===== src/rtl/ptc_pkg.sv =====
// Shared widths and filter state encoding for the thermometer readback encoder.
package ptc_pkg;

    localparam int COARSE_W  = 4;
    localparam int FINE_W    = 3;
    localparam int CODE_W    = 10;
    localparam int THERM_C_W = 16;
    localparam int THERM_F_W = 8;

    typedef enum logic [1:0] {
        IDLE   = 2'd0,
        SETTLE = 2'd1,
        LOCKED = 2'd2
    } state_t;

endpackage


===== src/rtl/therm_decode.sv =====
// Combinational decoder for one thermometer word.
// Build option THERM_BUBBLE_CORRECT_EN: value becomes the population count of
// the lower W-1 bits, so a single bubble still yields a usable value.
module therm_decode #(
    parameter int W  = 8,
    parameter int VW = $clog2(W)
) (
    input  logic [W-1:0]  therm,
    output logic [VW-1:0] value,
    output logic          bubble,
    output logic          topbit_err
);

    genvar gi;

    // A one sitting directly above a zero anywhere in the word is a bubble.
    logic [W-2:0] w_rise;
    generate
        for (gi = 0; gi < W - 1; gi++) begin : g_rise
            assign w_rise[gi] = therm[gi + 1] & ~therm[gi];
        end
    endgenerate

    assign bubble     = |w_rise;
    assign topbit_err = therm[W-1];

`ifdef THERM_BUBBLE_CORRECT_EN
    // Value counts every set bit below the top bit.
    always_comb begin
        value = '0;
        for (int i = 0; i < W - 1; i++) begin
            value = value + VW'(therm[i]);
        end
    end
`else
    // w_run[gi] stays high only while every bit from 0 up to gi is set.
    logic [W-2:0] w_run;
    generate
        for (gi = 0; gi < W - 1; gi++) begin : g_run
            if (gi == 0) begin : g_first
                assign w_run[gi] = therm[0];
            end else begin : g_next
                assign w_run[gi] = w_run[gi - 1] & therm[gi];
            end
        end
    endgenerate

    // Value is the length of the unbroken run of ones from bit 0.
    always_comb begin
        value = '0;
        for (int i = 0; i < W - 1; i++) begin
            value = value + VW'(w_run[i]);
        end
    end
`endif

endmodule


===== src/rtl/therm_code_encoder.sv =====
// Thermometer readback encoder: synchronises the coarse/fine thermometer and
// complement words into clk_ext, decodes them to a 10-bit code, filters the
// code for stability and flags thermometer and complement integrity errors.
// Build option THERM_BUBBLE_CORRECT_EN: bubbles are corrected by population
// count and the err_cnt output counts corrected samples.
module therm_code_encoder
    import ptc_pkg::*;
#(
    parameter int SYNC_STAGES = 2,
    parameter int STABLE_CNT  = 4
) (
    input  logic                 clk_ext,
    input  logic                 rst_n,
    input  logic [THERM_C_W-1:0] T,
    input  logic [THERM_C_W-1:0] Tb,
    input  logic [THERM_F_W-1:0] T_f1,
    input  logic [THERM_F_W-1:0] Tb_f1,
    input  logic [THERM_F_W-1:0] T_f2,
    input  logic [THERM_F_W-1:0] Tb_f2,
    input  logic [CODE_W-1:0]    Q_ref,
    input  logic                 clr_err,
`ifdef THERM_BUBBLE_CORRECT_EN
    output logic [7:0]           err_cnt,
`endif
    output logic [CODE_W-1:0]    code_out,
    output logic                 code_valid,
    output logic                 code_chg,
    output logic                 match,
    output logic                 therm_err,
    output logic                 comp_err
);

    localparam int SYNC_W = 2 * THERM_C_W + 4 * THERM_F_W;
    localparam int CNT_W  = 4;

    genvar gi;

    // ---------------- synchroniser ----------------
    // Top bit of each stage is a sample-valid marker so that the reset zeros
    // flushing out of the chain are never decoded as real samples.
    logic [SYNC_W:0] r_sync [SYNC_STAGES];
    logic [SYNC_W:0] w_sync_in;

    assign w_sync_in = {1'b1, T, Tb, T_f1, Tb_f1, T_f2, Tb_f2};

    generate
        for (gi = 0; gi < SYNC_STAGES; gi++) begin : g_sync
            // Shift the raw words one stage further into clk_ext.
            always_ff @(posedge clk_ext or negedge rst_n) begin
                if (!rst_n) begin
                    r_sync[gi] <= '0;
                end else if (gi == 0) begin
                    r_sync[gi] <= w_sync_in;
                end else begin
                    r_sync[gi] <= r_sync[(gi == 0) ? 0 : gi - 1];
                end
            end
        end
    endgenerate

    logic                 w_s_vld;
    logic [THERM_C_W-1:0] w_s_t, w_s_tb;
    logic [THERM_F_W-1:0] w_s_t1, w_s_tb1, w_s_t2, w_s_tb2;

    assign {w_s_vld, w_s_t, w_s_tb, w_s_t1, w_s_tb1, w_s_t2, w_s_tb2} = r_sync[SYNC_STAGES-1];

    // ---------------- decode ----------------
    logic [COARSE_W-1:0] w_val_c;
    logic [FINE_W-1:0]   w_val_f1, w_val_f2;
    logic                w_bub_c, w_bub_f1, w_bub_f2;
    logic                w_top_c, w_top_f1, w_top_f2;

    therm_decode #(.W(THERM_C_W)) u_dec_c (
        .therm(w_s_t), .value(w_val_c), .bubble(w_bub_c), .topbit_err(w_top_c)
    );
    therm_decode #(.W(THERM_F_W)) u_dec_f1 (
        .therm(w_s_t1), .value(w_val_f1), .bubble(w_bub_f1), .topbit_err(w_top_f1)
    );
    therm_decode #(.W(THERM_F_W)) u_dec_f2 (
        .therm(w_s_t2), .value(w_val_f2), .bubble(w_bub_f2), .topbit_err(w_top_f2)
    );

    logic w_therm_bad;
    logic w_comp_bad;
    logic w_sample_bad;

    assign w_therm_bad = w_bub_c | w_bub_f1 | w_bub_f2 | w_top_c | w_top_f1 | w_top_f2;
    assign w_comp_bad  = (w_s_tb != ~w_s_t) | (w_s_tb1 != ~w_s_t1) | (w_s_tb2 != ~w_s_t2);
`ifdef THERM_BUBBLE_CORRECT_EN
    assign w_sample_bad = 1'b0;
`else
    assign w_sample_bad = w_therm_bad;
`endif

    logic              r_dec_vld;
    logic              r_dec_bad;
    logic              r_dec_therm;
    logic              r_dec_comp;
    logic [CODE_W-1:0] r_dec_code;

    // Register the decoded code and its integrity flags.
    always_ff @(posedge clk_ext or negedge rst_n) begin
        if (!rst_n) begin
            r_dec_vld   <= 1'b0;
            r_dec_bad   <= 1'b0;
            r_dec_therm <= 1'b0;
            r_dec_comp  <= 1'b0;
            r_dec_code  <= '0;
        end else begin
            r_dec_vld   <= w_s_vld;
            r_dec_bad   <= w_s_vld & w_sample_bad;
            r_dec_therm <= w_s_vld & w_therm_bad;
            r_dec_comp  <= w_s_vld & w_comp_bad;
            r_dec_code  <= {w_val_c, w_val_f1, w_val_f2};
        end
    end

    // ---------------- stability filter ----------------
    state_t            r_state, w_state_next;
    logic [CNT_W-1:0]  r_cnt, w_cnt_next;
    logic [CODE_W-1:0] r_prev, w_prev_next;
    logic [CODE_W-1:0] r_code, w_code_next;
    logic              r_valid, w_valid_next;
    logic              r_chg, w_chg_next;
    logic              w_good;

    assign w_good = r_dec_vld & ~r_dec_bad;

    // Filter state and output registers.
    always_ff @(posedge clk_ext or negedge rst_n) begin
        if (!rst_n) begin
            r_state <= IDLE;
            r_cnt   <= '0;
            r_prev  <= '0;
            r_code  <= '0;
            r_valid <= 1'b0;
            r_chg   <= 1'b0;
        end else begin
            r_state <= w_state_next;
            r_cnt   <= w_cnt_next;
            r_prev  <= w_prev_next;
            r_code  <= w_code_next;
            r_valid <= w_valid_next;
            r_chg   <= w_chg_next;
        end
    end

    // Count consecutive identical good samples; load code_out once the count
    // reaches STABLE_CNT. Bad samples leave everything untouched.
    always_comb begin
        w_state_next = r_state;
        w_cnt_next   = r_cnt;
        w_prev_next  = r_prev;
        w_code_next  = r_code;
        w_valid_next = r_valid;
        w_chg_next   = 1'b0;
        if (w_good) begin
            case (r_state)
                IDLE: begin
                    w_state_next = SETTLE;
                    w_cnt_next   = CNT_W'(1);
                    w_prev_next  = r_dec_code;
                end
                SETTLE: begin
                    w_prev_next = r_dec_code;
                    w_cnt_next  = (r_dec_code == r_prev) ? r_cnt + CNT_W'(1) : CNT_W'(1);
                end
                LOCKED: begin
                    if (r_dec_code != r_code) begin
                        w_state_next = SETTLE;
                        w_cnt_next   = CNT_W'(1);
                        w_prev_next  = r_dec_code;
                    end
                end
                default: begin
                    w_state_next = IDLE;
                    w_cnt_next   = '0;
                end
            endcase
            if (w_state_next == SETTLE && w_cnt_next == CNT_W'(STABLE_CNT)) begin
                w_state_next = LOCKED;
                w_code_next  = r_dec_code;
                w_valid_next = 1'b1;
                w_chg_next   = ~r_valid | (r_dec_code != r_code);
            end
        end
    end

    // ---------------- sticky error flags ----------------
    logic r_therm_err;
    logic r_comp_err;

    // A new error on the same edge as clr_err keeps the flag set.
    always_ff @(posedge clk_ext or negedge rst_n) begin
        if (!rst_n) begin
            r_therm_err <= 1'b0;
            r_comp_err  <= 1'b0;
        end else begin
            r_therm_err <= (r_therm_err & ~clr_err) | r_dec_therm;
            r_comp_err  <= (r_comp_err & ~clr_err) | r_dec_comp;
        end
    end

`ifdef THERM_BUBBLE_CORRECT_EN
    logic [7:0] r_err_cnt;

    // Saturating count of samples accepted despite a thermometer error.
    always_ff @(posedge clk_ext or negedge rst_n) begin
        if (!rst_n) begin
            r_err_cnt <= '0;
        end else if (r_dec_therm) begin
            r_err_cnt <= clr_err ? 8'd1 : ((r_err_cnt == 8'hFF) ? r_err_cnt : r_err_cnt + 8'd1);
        end else if (clr_err) begin
            r_err_cnt <= '0;
        end
    end

    assign err_cnt = r_err_cnt;
`endif

    assign code_out   = r_code;
    assign code_valid = r_valid;
    assign code_chg   = r_chg;
    assign therm_err  = r_therm_err;
    assign comp_err   = r_comp_err;
    assign match      = r_valid & (r_code == Q_ref);

endmodule

===== config.mk =====
export PLATFORM = sky130hd
export DESIGN_NAME = therm_code_encoder
export DESIGN_NICKNAME = d
export VERILOG_FILES = /design/src/rtl/ptc_pkg.sv /design/src/rtl/therm_decode.sv /design/src/rtl/therm_code_encoder.sv
export SDC_FILE = /design/constraint.sdc
export NUM_CORES = 1
export LEC_CHECK = 0
export ABC_AREA = 1
export BUFFER_PORTS_ARGS = -buffer_cell sky130_fd_sc_hd__buf_2
export CORE_MARGIN = 2
export CORE_UTILIZATION = 40
export CTS_CLUSTER_SIZE = 25
export DETAILED_ROUTE_END_ITERATION = 10
export SETUP_SLACK_MARGIN = 0.05
export SLEW_MARGIN = 15
export SYNTH_ARGS = -nofsm -noshare
export SYNTH_HDL_FRONTEND = slang
export SYNTH_SLANG_ARGS = --single-unit

===== constraint.sdc =====
create_clock -name clk_ext -period 9.84 [get_ports clk_ext]
set_input_delay 0.984 -clock clk_ext [delete_from_list [all_inputs] [get_ports clk_ext]]
set_output_delay 0.984 -clock clk_ext [all_outputs]
set_load 0.01 [all_outputs]

==> results.toml, run 1 <==
[worst_setup_path]
critPathMaxStageDelay_ns = 0.53
end_kind = "flop"
cp_common_cell = "fa_1"
required_ns = 10.14
cp-start-kind = "flop"
path_cells = "nand2_1 > inv_2 > nand3_2 > inv_2 > nand2_2 > nor2_4 > nand2_2 > nor2_4 > nand4_2 > fa_1 > fa_1 > fa_1 > inv_1 > fa_1 > ha_1 > inv_1 > fa_1 > xnor2_1"
arrival_ns = 4.46
cp_slowest_cell = "fa_1"
path_max_fanout = 4
critPathKind = "flop to flop"

[die]
fp-row-count = 47
core_area_um2 = 16580
dieArea_um2 = 17990
io_pins = 92
dieWidth_um = 134.1
dieHeight_um = 134.1
initial_core_util_pct = 40.85

[synth]
syn-cell-area_um2 = 6774
synthTopCellsByCount = "dfrtp_1 (173), nand2_1 (106), inv_1 (76)"
ys_warn_count = 0
netlist_instances = 597
netlist_top_cells_area = "dfrtp_1 (64%), nand2_1 (5.9%), inv_1 (4.2%)"
syn_avg_cell_area_um2 = 11.35
synth-edff-count = 0
yosysUniqueCellTypes = 44
syn_nets = 699
synth_seq_area_share_pct = 63.91
async_flop_share_pct = 100.0
synth.top_cell.area_share_pct = 63.91
yosysTopAreaCell = "dfrtp_1"
yosys_register_bits = 173
synth.most_common_cell = "dfrtp_1"
synth_ff_type = "dfrtp_1"

[cells_and_area]
final_area_um2 = 8041
area_growth_pct = 18.71
drive_above_1_share_pct = 22.66
nets = 804
diodes = 0

[placement]
gp_congestion = 0.8579
dp_hpwl_um = 9309
io_buffers = 91
place_area_um2 = 7481

[timing]
max_freq_mhz = 240.4
hold_viol = 0
rsz0062_at_grt = "no"
setup_viol = 0
relSlewSlack_pct = 38.02
finalClockSkew_ns = 0.01290
post-route-period-util_pct = 42.28
drv_slew = 0
tightest_slew_ns = 0.9297
min_period_ns = 4.160
fin_tns_setup_ns = 0

[pwr]
clockPowerShare_pct = 41.3
intPower_uw = 1139
leakage_uw = 0.003951
swShare_pct = 24.85
net-switching-power_uw = 376.5
power_density_nw_per_um2 = 188.5
vdd_drop_max_uv = 119.5
p_total_uw = 1515
comb_power_share_pct = 7.4
pwr-share-seq_pct = 51.3

[global_route]
grt_usage_pct = 15.14
grt_pass1_wl_um = 21090
grt_max_degree = 92
grt_pass1_vias = 4422
antenna_found_initial = 0
gr-total-overflow = 0

[cts]
cts_tree = "built"
insertion_delay_ns = 0.42
post-cts-setup-buffers = 0
cts_resized = 0
cts_inserted_buffers = 17
ctsRootBufferMaster = "clkbuf_16"
cts-htree-levels = 4
cts_hold_buf = 0
cts_num_sinks = 173
clk_pin_slew_worst_paths_ns = 0.07
clockBufferDepth = 2

[drt]
viasPerCell = 4.542
drc = 0
wirelength_um = 12540
ant_nets = 0
drt_iter0_drc = 195
avgRoutedWirePerCell_um = 13.42
num_vias = 4247
drt-pass1-iter-count = 4

[outcome]
status = "finished, final reports clean"

[hold_path]
min_path_type = "flop to flop"

[job]
cap_violations = 0
==> power by group through the flow <==
stage | Combinational, µW | Clock (µW) | Sequential, µW
2_1_floorplan | 66.5 | 0 | 782
3_3_place_gp | 110 | 0 | 790
3_5_place_dp | 113 | 0 | 791
4_1_cts | 114 | 645 | 778
5_1_grt | 130 | 677 | 782
6_report | 112 | 626 | 777
==> layout by cell type, fill, tap and decap left out, types with 2 or more instances in the layout <==
| master | Yosys | layout |
|---|---|---|
| a211oi_1 | 2 | 2 |
| a21oi_1 | 12 | 12 |
| a22o_1 | 2 | 2 |
| buf_2 | 3 | 90 |
| clkbuf_1 | 1 | 2 |
| clkbuf_16 | 0 | 17 |
| clkbuf_8 | 0 | 2 |
| clkinv_4 | 0 | 4 |
| dfrtp_1 | 173 | 173 |
| fa_1 | 14 | 14 |
| ha_1 | 11 | 11 |
| inv_1 | 76 | 76 |
| inv_2 | 13 | 13 |
| inv_6 | 0 | 4 |
| inv_8 | 0 | 2 |
| nand2_1 | 106 | 106 |
| nand2_2 | 12 | 12 |
| nand3_1 | 11 | 11 |
| nand3_2 | 2 | 2 |
| nand4_1 | 25 | 25 |
| nor2_1 | 35 | 35 |
| nor2_2 | 3 | 3 |
| nor2_4 | 4 | 4 |
| nor3_1 | 6 | 6 |
| nor4_1 | 6 | 6 |
| o21ai_0 | 23 | 23 |
| o22ai_1 | 3 | 3 |
| xnor2_1 | 31 | 31 |
| xor2_1 | 3 | 3 |
==> routing by layer <==
layer	up-vias	wire length (µm)	track usage (%)
li1	2095	-	-
met1	2033	5643	18.95
met2	97	6051	25.16
met3	22	523	3.628
met4	0	326	6.725
met5	-	0	0
==> flip-flops by register name, indices dropped and copies added (netlist names), 2 cells and up <==
register	cells
code_out	10
r_cnt	4
r_dec_code	10
r_prev	10
r_state	2
r_sync	130
==> critical path: cells and delay by family, from the launching register on <==
family	cells	cell delay, ns
XOR/XNOR	1	0.14
adder cells (fa/ha/maj)	6	2.51
buffers and inverters	4	0.27
flip-flops	1	0.40
AND/OR/NAND/NOR	7	0.74
==> cell families (layout without fill, tap and decap cells) <==
group	after synthesis	count (layout)	synth area share, %
fa+ha+maj	25	25	6.169
flops	173	173	63.91
other cells	1	1	0.05536
xor+xnor	34	34	4.396
compound gates	48	48	4.045
simple gates	220	220	15.77
mux	1	1	0.1662
buf+inv	95	213	5.486
==> worst paths after layout <==
path                                  from       endpoint  slack, ns  depth (start not counted)
max in group asynchronous            rst_n     r_sync[35]       7.73                          2
worst min register to register  r_sync[70]      r_sync[5]       0.35                          0
min in group asynchronous            rst_n      r_prev[7]       0.64                          1
worst max-delay path            r_sync[49]  r_dec_code[8]       5.68                         18
worst min-delay path            r_sync[70]      r_sync[5]       0.35                          0
worst max register to register  r_sync[49]  r_dec_code[8]       5.68                         18
==> stage by stage <==
stage	hold WS [ns]	utilization (%)	setup slack [ns]	instances
floorplan	0.3312	-	5.911	597
global placement	0.3367	45.11	5.789	903
detailed placement	0.3347	45.11	5.639	903
CTS	0.3491	48.49	5.646	935
global route	0.3537	48.49	5.430	935
finish	0.3480	48.49	5.680	935
==> cell type report <==
cell class	instances	area [µm²]
fill	1510	8542
sequential	173	4329
multi-input combinational	329	2073
timing repair buffer	92	469.2
clock buffer	21	460.4
inverter	89	334.1
tap	220	275.3
clock inverter	11	100.1
No activity file was read; power rests on OpenSTA's default activity.
==> run 2: changes to the inputs <==
- clock period: 9.84 -> 4.08 ns (I/O delays scaled with it)
==> run 2 against run 1 <==
Effect of this change:
- the flow now finishes with violations (setup timing)
- power grew 150%
- non-clock buffer count grew 15
- utilization grew 1.2 points
- cell area grew 2.4%
- register-to-register slack lost 5.7 ns
- clock power grew to 2.6 times the previous value
- cell count grew 1.6%
- critical path depth is the same
- via count grew 2.2%
- sequential power grew 140%
- maximum frequency grew 1.3%
- wire length grew 2.9%
- critical endpoint is now r_dec_code[7]
==> results.toml, run 2 (synthesis gave the netlist of run 1 again) <==
[outcome]
status = "finished, violations left"
violations = "setup timing"

[worst_setup_path]
critPathKind = "flop to flop"
path_cells = "nand2_2 > inv_2 > nand3_2 > inv_2 > nand2_4 > nor2_4 > nand2_2 > nor2_4 > nand4_4 > fa_1 > fa_1 > fa_1 > inv_1 > fa_1 > ha_2 > inv_2 > fa_2 > inv_2"
cp_num_buf_inv = 5
required_ns = 4.40
critPathMaxStageDelay_ns = 0.57
end_kind = "flop"
r2r_cells = 18
crit-reg2reg-launch = "r_sync[49]"
cp_top_family = "adder cells"
path_max_fanout = 4
r2r_slack_ns = -0.03
cp_slowest_cell = "fa_1"
rr_endpoint = "r_dec_code[7]"
cp-start-kind = "flop"
arrival_ns = 4.42

[pwr]
pwr-share-seq_pct = 49.9
net-switching-power_uw = 896.9
leakage_uw = 0.004063
p_total_uw = 3754
power_density_nw_per_um2 = 455.9
clockPowerShare_pct = 42.6
swShare_pct = 23.89
intPower_uw = 2857
comb_power_share_pct = 7.5
vdd_drop_max_uv = 343.1

[drt]
wirelength_um = 12910
drt_iter0_drc = 289
viasPerCell = 4.569
drc = 0
drt-pass1-iter-count = 4
num_vias = 4341
avgRoutedWirePerCell_um = 13.59
ant_nets = 0

[die]
dieArea_um2 = 17990
dieWidth_um = 134.1
dieHeight_um = 134.1
core_area_um2 = 16580
initial_core_util_pct = 40.85
io_pins = 92
fp-row-count = 47

[cells_and_area]
nets = 819
layout_common_cells = "dfrtp_1 (173), nand2_1 (105), buf_2 (90)"
layout_commonest_cell = "dfrtp_1"
diodes = 0
drive_above_1_share_pct = 25.21
fillers = 1494
largest_reg_flops = 130
final_util_pct = 49.66
top_register = "r_sync"
area_growth_pct = 21.57

[cts]
insertion_delay_ns = 0.42
cts_num_sinks = 173
clockBufferDepth = 2
cts_tree = "built"
cts_inserted_buffers = 17
clk_pin_slew_worst_paths_ns = 0.07
ctsRootBufferMaster = "clkbuf_16"
cts-htree-levels = 4

[timing]
tightest_slew_ns = 0.9203
layout_setup_ws_ns = -0.02596
hold_viol = 0
whs_ns = 0.09081
post-route-period-util_pct = 100.6
relSlewSlack_pct = 38.64
max_freq_mhz = 243.5
min_period_ns = 4.106
drv_slew = 0
setup_viol = 1
finalClockSkew_ns = 0.008614
rsz0062_at_grt = "yes"

[placement]
dp_hpwl_um = 9382
gp_congestion = 0.8577
io_buffers = 91

[job]
cap_violations = 0

[global_route]
grt_max_degree = 103
grt_pass1_vias = 4508
antenna_found_initial = 0
gr-total-overflow = 0
grt_usage_pct = 15.57
grt_pass1_wl_um = 21460

[hold_path]
min_path_type = "input pin to asynchronous set/reset pin"
## run 2: changes by cell type in the layout (fill, tap and decap cells not counted), moves of 2 or more
| cell | previous run | this run |
|---|---|---|
| buf_4 | 1 | 15 |
| bufinv_16 | 0 | 2 |
| clkinv_2 | 0 | 2 |
| clkinv_4 | 4 | 2 |
| inv_1 | 76 | 74 |
| inv_2 | 13 | 15 |
## run 2: repair_timing
action	4_1_cts	5_1_grt
buffers inserted	9	4
setup endpoints to repair	3	3
gates cloned	0	0
resized for setup	6	2
pin swaps	7	6
endpoints found under the hold margin	0	0
hold buffers	0	0
## run 2: worst register-to-register path: stages (launching register included)
cell and delay [ns]:
dfrtp_1 0.38, nand2_2 0.08, inv_2 0.07, nand3_2 0.06, inv_2 0.09, nand2_4 0.06
nor2_4 0.12, nand2_2 0.08, nor2_4 0.14, nand4_4 0.10, fa_1 0.57, fa_1 0.43
fa_1 0.50, inv_1 0.05, fa_1 0.50, ha_2 0.20, inv_2 0.04, fa_2 0.52
inv_2 0.03
## run 2: worst max-delay path by stage
stage                    start       endpoint  cells past startpoint  slack (ns)
finish              r_sync[49]  r_dec_code[7]                     18       -0.03
global route        r_sync[49]  r_dec_code[7]                     18       -0.15
CTS                 r_sync[49]  r_dec_code[7]                     18        0.03
detailed placement  r_sync[49]  r_dec_code[8]                     18       -0.06
global placement    r_sync[48]  r_dec_code[8]                     18        0.09
floorplan           r_sync[49]  r_dec_code[8]                     18        0.15
## run 2: metrics by stage
stage	setup WS (ns)	instances	TNS, ns	cell area [µm²]
finish	-0.02596	950	-0.02596	8235
global route	-0.1511	950	-0.2927	8235
CTS	0.03101	946	0	8198
detailed placement	-0.05905	905	-0.08644	7508
global placement	0.08713	905	0	7508
floorplan	0.1511	597	0	6774
## run 2: cell type report
type | instances | area (µm²) | share of cell area (%)
clock buffer | 19 | 442.9 | 5.378
clock inverter | 13 | 157.7 | 1.914
inverter | 89 | 334.1 | 4.057
multi-input combinational | 329 | 2102 | 25.52
sequential | 173 | 4329 | 52.57
tap | 220 | 275.3 | 3.342
timing repair buffer | 107 | 594.3 | 7.217
## run 2: power by group through the flow
stage                     registers, µW  logic [µW]  clock network, µW
after floorplan                    1890         160                  0
after global placement             1900         270                  0
after detailed placement           1910         278                  0
after CTS                          1880         284               1650
after global routing               1890         322               1730
final                              1880         280               1600
## run 2: metal layers
| metal | share of wire, % | GRT usage (%) | up-vias |
|---|---|---|---|
| li1 | - | - | 2128 |
| met1 | 44 | 19.18 | 2076 |
| met2 | 49 | 26.01 | 117 |
| met3 | 4.8 | 3.893 | 20 |
| met4 | 2.4 | 7.135 | 0 |
| met5 | 0 | 0 | - |
==> run 3: changes to the inputs <==
- SETUP_SLACK_MARGIN: 0.05 -> 0.3
==> run 3 against run 2 <==
Effect of this change:
- the run still ends with setup timing left
- count of clock-buffer cells in the layout is the same
- maximum frequency increased by 0.59%
- cell area grew 0.33%
- die area stayed put
- cell count rose by 0.53%
- clock power barely moved
- via count hardly changed
- setup slack improved by 0.024 ns
- wire length fell by 0.25%
- largest cell class unchanged
- highest routed layer unchanged
==> results.toml, run 3 (synthesis gave the netlist of run 1 again) <==
[die]
initial_core_util_pct = 40.85
core_area_um2 = 16580
dieArea_um2 = 17990
dieWidth_um = 134.1
fp-row-count = 47
dieHeight_um = 134.1
io_pins = 92

[pwr]
net-switching-power_uw = 932.8
clockPowerShare_pct = 42.7
intPower_uw = 2828
leakage_uw = 0.004088
swShare_pct = 24.80
p_total_uw = 3761
comb_power_share_pct = 7.5
vdd_drop_max_uv = 307.4
power_density_nw_per_um2 = 455.2
pwr-share-seq_pct = 49.8

[global_route]
grt_pass1_wl_um = 21960
antenna_found_initial = 0
grt_usage_pct = 15.78
grt_pass1_vias = 4547
grt_max_degree = 109
gr-total-overflow = 0

[worst_setup_path]
crit-reg2reg-launch = "r_sync[48]"
required_ns = 4.39
r2r_slack_ns = -0.002
arrival_ns = 4.39
path_max_fanout = 3
critPathKind = "flop to flop"
end_kind = "flop"
cp-start-kind = "flop"
rr_endpoint = "r_dec_code[7]"
r2r_cells = 18

[cts]
cts_inserted_buffers = 17
cts-htree-levels = 4
cts_tree = "built"
clk_pin_slew_worst_paths_ns = 0.07
cts_hold_buf = 0
cts_num_sinks = 173
insertion_delay_ns = 0.42
clockBufferDepth = 2
ctsRootBufferMaster = "clkbuf_16"

[timing]
relSlewSlack_pct = 36.46
rsz0062_at_grt = "yes"
hold_viol = 0
tightest_slew_ns = 0.9530
setup_viol = 1
max_freq_mhz = 245.0
finalClockSkew_ns = 0.01154
layout_setup_ws_ns = -0.001979
post-route-period-util_pct = 100.0
min_period_ns = 4.082
drv_slew = 0

[hold_path]
hold_start = "T_f1[1]"
hold_end = "r_sync[90]"
hold-path-cell-count = 1
min_path_type = "input pin to flop"

[cells_and_area]
drive_above_1_share_pct = 25.99
top_register = "r_sync"
layout_common_cells = "dfrtp_1 (173), nand2_1 (104), buf_2 (90)"
area_growth_pct = 21.98
largest_reg_flops = 130
nets = 824
diodes = 0
final_area_um2 = 8263
layout_commonest_cell = "dfrtp_1"

[placement]
place_area_um2 = 7520
gp_congestion = 0.8446
dp_hpwl_um = 9541
io_buffers = 91

[drt]
wirelength_um = 12880
drc = 0
viasPerCell = 4.548
drt-pass1-iter-count = 4
drt_iter0_drc = 225
num_vias = 4343
ant_nets = 0
avgRoutedWirePerCell_um = 13.49

[outcome]
violations = "setup timing"
status = "finished, violations left"

[job]
cap_violations = 0
[run 3: layout make-up]
class / instances / area, µm²
fillers: 1523 / 8320
flip-flops and latches: 173 / 4329
multi-input cells: 329 / 2107
repair buffers: 112 / 619.3
clock buffers: 19 / 452.9
inverters: 89 / 334.1
well taps: 220 / 275.3
clock inverters: 13 / 145.1
[run 3: critical path: stages (launching register included)]
cell and delay (ns):
dfrtp_1 0.37, nand2_2 0.07, inv_2 0.08, nand3_2 0.08
inv_2 0.09, nand2_4 0.05, nor2_4 0.11, nand2_4 0.07
nor2_4 0.13, nand4_4 0.10, fa_1 0.56, fa_1 0.44
fa_1 0.53, inv_1 0.05, fa_1 0.48, ha_2 0.19
inv_2 0.04, fa_2 0.52, inv_2 0.03
[run 3: routing by layer]
layer	up-vias	GRT usage, %	wire length, µm
met1	2083	20.51	5815
li1	2136	-	-
met3	13	4.044	574
met5	-	0	0
met2	111	25.67	6247
met4	0	6.023	244
[run 3: worst max path at each step]
stage                          start  slack [ns]  cells after the start            end
after global placement    r_sync[48]        0.09                     18  r_dec_code[8]
after floorplan           r_sync[49]        0.16                     18  r_dec_code[8]
after detailed placement  r_sync[48]       -0.04                     18  r_dec_code[7]
final                     r_sync[48]      -0.002                     18  r_dec_code[7]
after global routing      r_sync[48]       -0.14                     18  r_dec_code[7]
after CTS                 r_sync[49]        0.04                     18  r_dec_code[7]
[run 3: timing repair]
item / CTS / global route
setup buffers: 10 / 6
pin swaps: 8 / 8
setup endpoints to repair: 3 / 3
gates resized for setup: 4 / 5
gates cloned: 0 / 0
[run 3: metrics by stage]
stage	setup TNS [ns]	util, %	setup slack [ns]	cells	hold WS [ns]
3_5_place_dp	-0.07522	45.34	-0.03983	907	0.3347
2_1_floorplan	0	-	0.1582	597	0.1124
6_report	-0.001979	49.83	-0.001979	955	0.08588
4_1_cts	0	49.49	0.04465	949	0.06593
3_3_place_gp	0	45.34	0.08992	907	0.3332
5_1_grt	-0.2508	49.83	-0.1364	955	0.05901
[run 3: power by group through the flow]
stage | logic (µW) | registers, µW | clock network, µW
after floorplan | 160 | 1890 | 0
after global placement | 269 | 1910 | 0
after detailed placement | 280 | 1910 | 0
after CTS | 284 | 1880 | 1660
after global routing | 325 | 1890 | 1730
final | 281 | 1870 | 1610
